**config.mk**
```make
export PLATFORM = sky130hd
export DESIGN_NAME = obstacle_spawner
export DESIGN_NICKNAME = d
export VERILOG_FILES = /design/src/rtl/obstacle_spawner.sv
export SDC_FILE = /design/constraint.sdc
export NUM_CORES = 1
export LEC_CHECK = 0
export CORE_MARGIN = 3
export CORE_UTILIZATION = 40
export CTS_BUF_LIST = sky130_fd_sc_hd__clkbuf_16
export DETAILED_ROUTE_END_ITERATION = 12
export PLACE_DENSITY = 0.58
export SYNTH_ARGS = -nofsm -noshare
export SYNTH_HDL_FRONTEND = slang
export SYNTH_SLANG_ARGS = --single-unit
```
**constraint.sdc**
```tcl
create_clock -name clk_i -period 2.86 [get_ports clk_i]
set_input_delay 0.715 -clock clk_i [delete_from_list [all_inputs] [get_ports clk_i]]
set_output_delay 0.715 -clock clk_i [all_outputs]
set_load 0.02 [all_outputs]
```
**src/rtl/obstacle_spawner.sv**
```systemverilog
`timescale 1ns / 1ps
// -----------------------------------------------------------------------------
// obstacle_spawner
//
// Schedules obstacles for the obstacle draw stage. After a pseudo-random gap,
// counted in scroll ticks, it raises a level-held spawn request. The request
// stays up until the draw stage reports the obstacle on screen. Once the
// obstacle leaves the screen, the next gap is loaded. Gaps shrink as the
// difficulty level rises.
//
// Ports:
//   clk_i          system clock
//   rst_i          synchronous reset, active-low
//   tick_i         one-cycle scroll-step enable
//   gamestate_i    00 UnBegin, 01 Running, 10 Dead, 11 treated as UnBegin
//   obs_active_i   obstacle currently visible on screen
//   obs_spawn_o    spawn request, level-held until obs_active_i rises
//   obs_kind_o     suggested obstacle type, valid while obs_spawn_o=1
//   speed_level_o  difficulty level 0..7
//   spawn_count_o  obstacles that completed a pass, wraps 255->0
// -----------------------------------------------------------------------------
module obstacle_spawner #(
   parameter logic [15:0] SEED        = 16'hACE1,  // must be nonzero
   parameter int unsigned FIRST_GAP   = 60,
   parameter int unsigned MIN_GAP     = 40,
   parameter logic [7:0]  GAP_MASK    = 8'h3F,
   parameter int unsigned LEVEL_STEP  = 4,
   parameter int unsigned LEVEL_EVERY = 5
) (
   input  logic       clk_i,
   input  logic       rst_i,
   input  logic       tick_i,
   input  logic [1:0] gamestate_i,
   input  logic       obs_active_i,
   output logic       obs_spawn_o,
   output logic [1:0] obs_kind_o,
   output logic [2:0] speed_level_o,
   output logic [7:0] spawn_count_o
);

   // Gap arithmetic is 10 bits wide so MIN_GAP + masked random part cannot wrap.
   localparam int unsigned GAP_W = 10;
   // level_cnt only counts 0 .. LEVEL_EVERY-1.
   localparam int unsigned LVL_W = (LEVEL_EVERY > 1) ? $clog2(LEVEL_EVERY) : 1;

   localparam logic [1:0] GS_RUNNING = 2'b01;
   localparam logic [1:0] GS_DEAD    = 2'b10;

   typedef enum logic [1:0] {
      ST_IDLE,
      ST_GAP,
      ST_REQ,
      ST_WAIT_CLEAR
   } state_e;

   state_e             state_q,       state_d;
   logic [15:0]        lfsr_q,        lfsr_d;
   logic [GAP_W-1:0]   gap_cnt_q,     gap_cnt_d;
   logic [LVL_W-1:0]   level_cnt_q,   level_cnt_d;
   logic [2:0]         speed_level_q, speed_level_d;
   logic [7:0]         spawn_count_q, spawn_count_d;
   logic [1:0]         obs_kind_q,    obs_kind_d;

   logic               running;
   logic               lfsr_fb;
   logic [GAP_W-1:0]   rand_part;
   logic [GAP_W-1:0]   level_cut;
   logic [GAP_W-1:0]   rand_adj;
   logic [GAP_W-1:0]   gap_load;

   assign running = (gamestate_i == GS_RUNNING);

   // Fibonacci LFSR, x^16 + x^14 + x^13 + x^11 + 1, shifting left.
   assign lfsr_fb = lfsr_q[15] ^ lfsr_q[13] ^ lfsr_q[12] ^ lfsr_q[10];

   // Next gap from the current (pre-advance) LFSR and the current level.
   // The level reduction saturates at zero instead of underflowing, so the
   // gap never falls below MIN_GAP.
   always_comb begin
      rand_part = {2'b00, lfsr_q[7:0] & GAP_MASK};
      level_cut = GAP_W'(speed_level_q) * GAP_W'(LEVEL_STEP);
      rand_adj  = (rand_part > level_cut) ? (rand_part - level_cut) : '0;
      gap_load  = GAP_W'(MIN_GAP) + rand_adj;
   end

   // Next-state and datapath logic.
   // NOTE: every signal driven here receives a default first. A path that
   // leaves one unassigned would infer a latch.
   always_comb begin
      state_d       = state_q;
      lfsr_d        = lfsr_q;
      gap_cnt_d     = gap_cnt_q;
      level_cnt_d   = level_cnt_q;
      speed_level_d = speed_level_q;
      spawn_count_d = spawn_count_q;
      obs_kind_d    = obs_kind_q;

      if (running) begin
         if (tick_i) begin
            lfsr_d = {lfsr_q[14:0], lfsr_fb};
         end

         // Each state sees only its own events. A tick arriving on a
         // transition edge is consumed by the state being left.
         case (state_q)
            ST_IDLE: begin
               gap_cnt_d = GAP_W'(FIRST_GAP);
               state_d   = ST_GAP;
            end

            ST_GAP: begin
               // obs_active_i is deliberately ignored here.
               if (tick_i) begin
                  gap_cnt_d = gap_cnt_q - GAP_W'(1);
                  if (gap_cnt_q == GAP_W'(1)) begin
                     state_d    = ST_REQ;
                     obs_kind_d = lfsr_q[1:0];
                  end
               end
            end

            ST_REQ: begin
               // Wait for the draw stage, with no timeout.
               if (obs_active_i) begin
                  state_d = ST_WAIT_CLEAR;
               end
            end

            ST_WAIT_CLEAR: begin
               if (!obs_active_i) begin
                  state_d       = ST_GAP;
                  gap_cnt_d     = gap_load;
                  spawn_count_d = spawn_count_q + 8'd1;
                  if (level_cnt_q == LVL_W'(LEVEL_EVERY - 1)) begin
                     level_cnt_d = '0;
                     if (speed_level_q != 3'd7) begin
                        speed_level_d = speed_level_q + 3'd1;
                     end
                  end else begin
                     level_cnt_d = level_cnt_q + LVL_W'(1);
                  end
               end
            end

            default: begin
               state_d = ST_IDLE;
            end
         endcase
      end else if (gamestate_i == GS_DEAD) begin
         // Frozen: every default already holds the current value.
      end else begin
         // UnBegin (00 or 11) ends the game. The LFSR keeps its value so
         // the next game takes a different sequence.
         state_d       = ST_IDLE;
         gap_cnt_d     = '0;
         level_cnt_d   = '0;
         speed_level_d = '0;
         spawn_count_d = '0;
      end
   end

   // NOTE: state registers take non-blocking assignments. Every register then
   // updates from the same pre-edge values, whatever the statement order.
   always_ff @(posedge clk_i) begin
      if (!rst_i) begin
         state_q       <= ST_IDLE;
         lfsr_q        <= SEED;
         gap_cnt_q     <= '0;
         level_cnt_q   <= '0;
         speed_level_q <= '0;
         spawn_count_q <= '0;
         obs_kind_q    <= '0;
      end else begin
         state_q       <= state_d;
         lfsr_q        <= lfsr_d;
         gap_cnt_q     <= gap_cnt_d;
         level_cnt_q   <= level_cnt_d;
         speed_level_q <= speed_level_d;
         spawn_count_q <= spawn_count_d;
         obs_kind_q    <= obs_kind_d;
      end
   end

   // The request is held in REQ and masked whenever the game is not Running.
   // A REQ frozen by Dead therefore reappears on the first Running cycle.
   // Any other gamestate forces the state to IDLE on the next edge.
   assign obs_spawn_o   = (state_q == ST_REQ) && running;
   assign obs_kind_o    = obs_kind_q;
   assign speed_level_o = speed_level_q;
   assign spawn_count_o = spawn_count_q;

endmodule
```
==> impl_metrics.ini <==
[run_status]
status = complete, no violations

[placed_design]
detailedPlace.worstSlack_ps = 66.4
gp_congestion = 0.799
hpwl_um = 3690
io_buffers = 19
dp.cells = 377

[sta]
setup_violations = 0
slew_headroom_pct = 55.3
finalMaxSlewViolations = 0
hold_viol = 0
fmax_ghz = 0.416
grt_setup_unrepaired = false
fin_crit_sh_pct = 84.1
max_slew.worst_pin.slew_ps = 669
layout_min_cycle_time_ps = 2410
setup_tns_ps = 0
final.setup_skew_ps = 3.82
layout_setup_ws_ps = 455

[global_routing]
overflow = 0
grt_pass1_wl_um = 8800
grt_pass1_vias = 1836
grtUsageTotal_pct = 15.2
antenna_found_initial = 0
grt_max_degree = 32

[setup_path]
worst-r2r-setup-slack_ps = 550
required_ps = 2140
cp_max_fo = 2
worst_setup_path_start_kind = input port
path_class = input port to output port
critPathArrivalTime_ps = 1690
regToRegStartpoint = speed_level_o[1]
endpoint_kind = output port
startpoint = gamestate_i[0]

[layout]
nets = 334
drive_above_1_share_pct = 6.39
layout_commonest_cell = nand2_1
fin_util_pct = 50.2
antennaDiodeCount = 0
final_cells = 385
area_growth_pct = 18.2
mostFrequentLayoutCells = 54 x nand2_1, 44 x dfxtp_1, 19 x nor2_1

[power_and_ir_drop]
combinationalPowerShare_pct = 8.6
p_leak_uw = 0.00110
switching_share_pct = 22.4
p_switching_uw = 316
p_int_uw = 1090
max-vdd-ir-drop_uv = 286
seqPwrFrac_pct = 45.7
p_clk_share_pct = 45.7
p_per_area_nw_per_um2 = 497

[synth]
yosysWarnings = 0
yosysTopAreaCellShare_pct = 36.8
synth.area.top_cells = dfxtp_1 37%, nand2_1 8.5%, ha_1 7.8%, nand3_1 3.3%, nor2_1 3.0%
synthesis.nets = 314
synth-seq-cells = 44
synthFlopType = dfxtp_1
synth_top_cell_by_area = dfxtp_1
yosysUniqueCellTypes = 48
synthArstFlopShare_pct = 0
ys_seq_area_share_pct = 36.8
avgSynthCellArea_um2 = 8.20
syn-cell-area_um2 = 2390
synth_edf_count = 0
synthCells = 292

[clock_network]
root_buffer = clkbuf_16
cts_tree = built
clk_pin_slew_worst_paths_ps = 60
cts.sinks = 44
htreeDepth = 2
clockBufferDepth = 2
cts_buffers = 5
clock_latency_ps = 280

[drt]
drc = 0
wl_per_cell_um = 13.1
routed-via-count = 2008
vias_per_cell = 5.22
drtIter0Drc = 100
wl_um = 5060
detail-route-antenna-nets = 0
drtPass1Iterations = 4

[min_path]
hp-start = lfsr_q[11]
hp-class = register to register

[die]
core-area_um2 = 5640
initial_core_util_pct = 42.4
die_w_um = 83.4
die_area_um2 = 6950
rows = 27
num_io_pins = 20
die_h_um = 83.4

[job]
cap_violations = 0
-- state kept, by name, indices dropped and copies added, names as in the netlist --
name and flops:
level_cnt_q 3, speed_level_o 3, lfsr_q 16, obs_kind_o 2
spawn_count_o 8, gap_cnt_q 10, state_q 2
-- cells in the mapped netlist, types with 3 or more instances --
cell	instances
nand4_1	7
o22ai_1	3
nor2_1	19
nor2b_1	11
or3_1	5
a221o_1	4
nand2b_1	7
clkbuf_1	10
dfxtp_1	44
nor3_1	7
xor2_1	8
inv_1	11
a21oi_1	9
a22oi_1	3
xnor2_1	8
nand3_1	16
a21boi_0	8
nand2_1	54
ha_1	15
o21ai_0	9
-- path summary, 6_finish.rpt --
kind | endpoint | depth (start not counted)
min | lfsr_q[12] | 2
max reg2reg | gap_cnt_q[7] | 9
min reg2reg | lfsr_q[12] | 2
max | obs_spawn_o | 4
-- cell type report --
class | instances | area, µm²
clock buffers | 5 | 125
fillers | 547 | 2810
flip-flops and latches | 44 | 881
well taps | 72 | 90.1
inverters | 11 | 41.3
multi-input cells | 226 | 1420
clock inverters | 3 | 42.5
repair buffers | 24 | 230
-- metrics by stage --
stage                     cell area, µm²  hold slack [ps]  total power [µW]
after global placement              2660              448               777
final                               2830              461              1410
after detailed placement            2660              454               778
after CTS                           2830              465              1430
after global routing                2830              493              1460
after floorplan                     2390              440               745
-- metal layers --
metal / vias to the layer above / share of wire, % / routed length [µm] / GRT usage [%]
li1: 1050 / - / - / -
met1: 927 / 50 / 2540 / 20.7
met2: 24 / 45 / 2270 / 23.7
met3: 7 / 3.4 / 173 / 3.67
met4: 0 / 1.6 / 83 / 4.61
met5: - / 0 / 0 / 0
-- timing repair --
item / 4_1_cts / 5_1_grt
setup buffers: 0 / 0
setup endpoints to repair: 0 / 1
resized for setup: 0 / 1
hold buffers: 0 / 0
-- cell families after synthesis --
| logic type | count (synthesis) | share of synthesized area (%) |
|---|---|---|
| buffers and inverters | 22 | 3.87 |
| muxes | 3 | 1.46 |
| AOI/OAI and AO/OA | 52 | 15.0 |
| xor gates and xnor gates | 16 | 5.85 |
| DFF | 44 | 36.8 |
| and+or+nand+nor | 139 | 28.4 |
| adders and majority gates | 16 | 8.67 |
-- worst max-delay path, stage by stage --
cell and delay, ps:
clkdlybuf4s50_1 470, nor2b_1 150, and2_1 130, dlymetal6s2s_1 220
-- power groups by stage --
stage	Sequential, µW	Clock, µW	Combinational, µW
2_1_floorplan	653	0	92.0
3_3_place_gp	657	0	121
3_5_place_dp	657	0	121
4_1_cts	643	664	122
5_1_grt	646	681	138
6_report	643	643	122
Note: power is estimated with default switching activity, not from simulation.
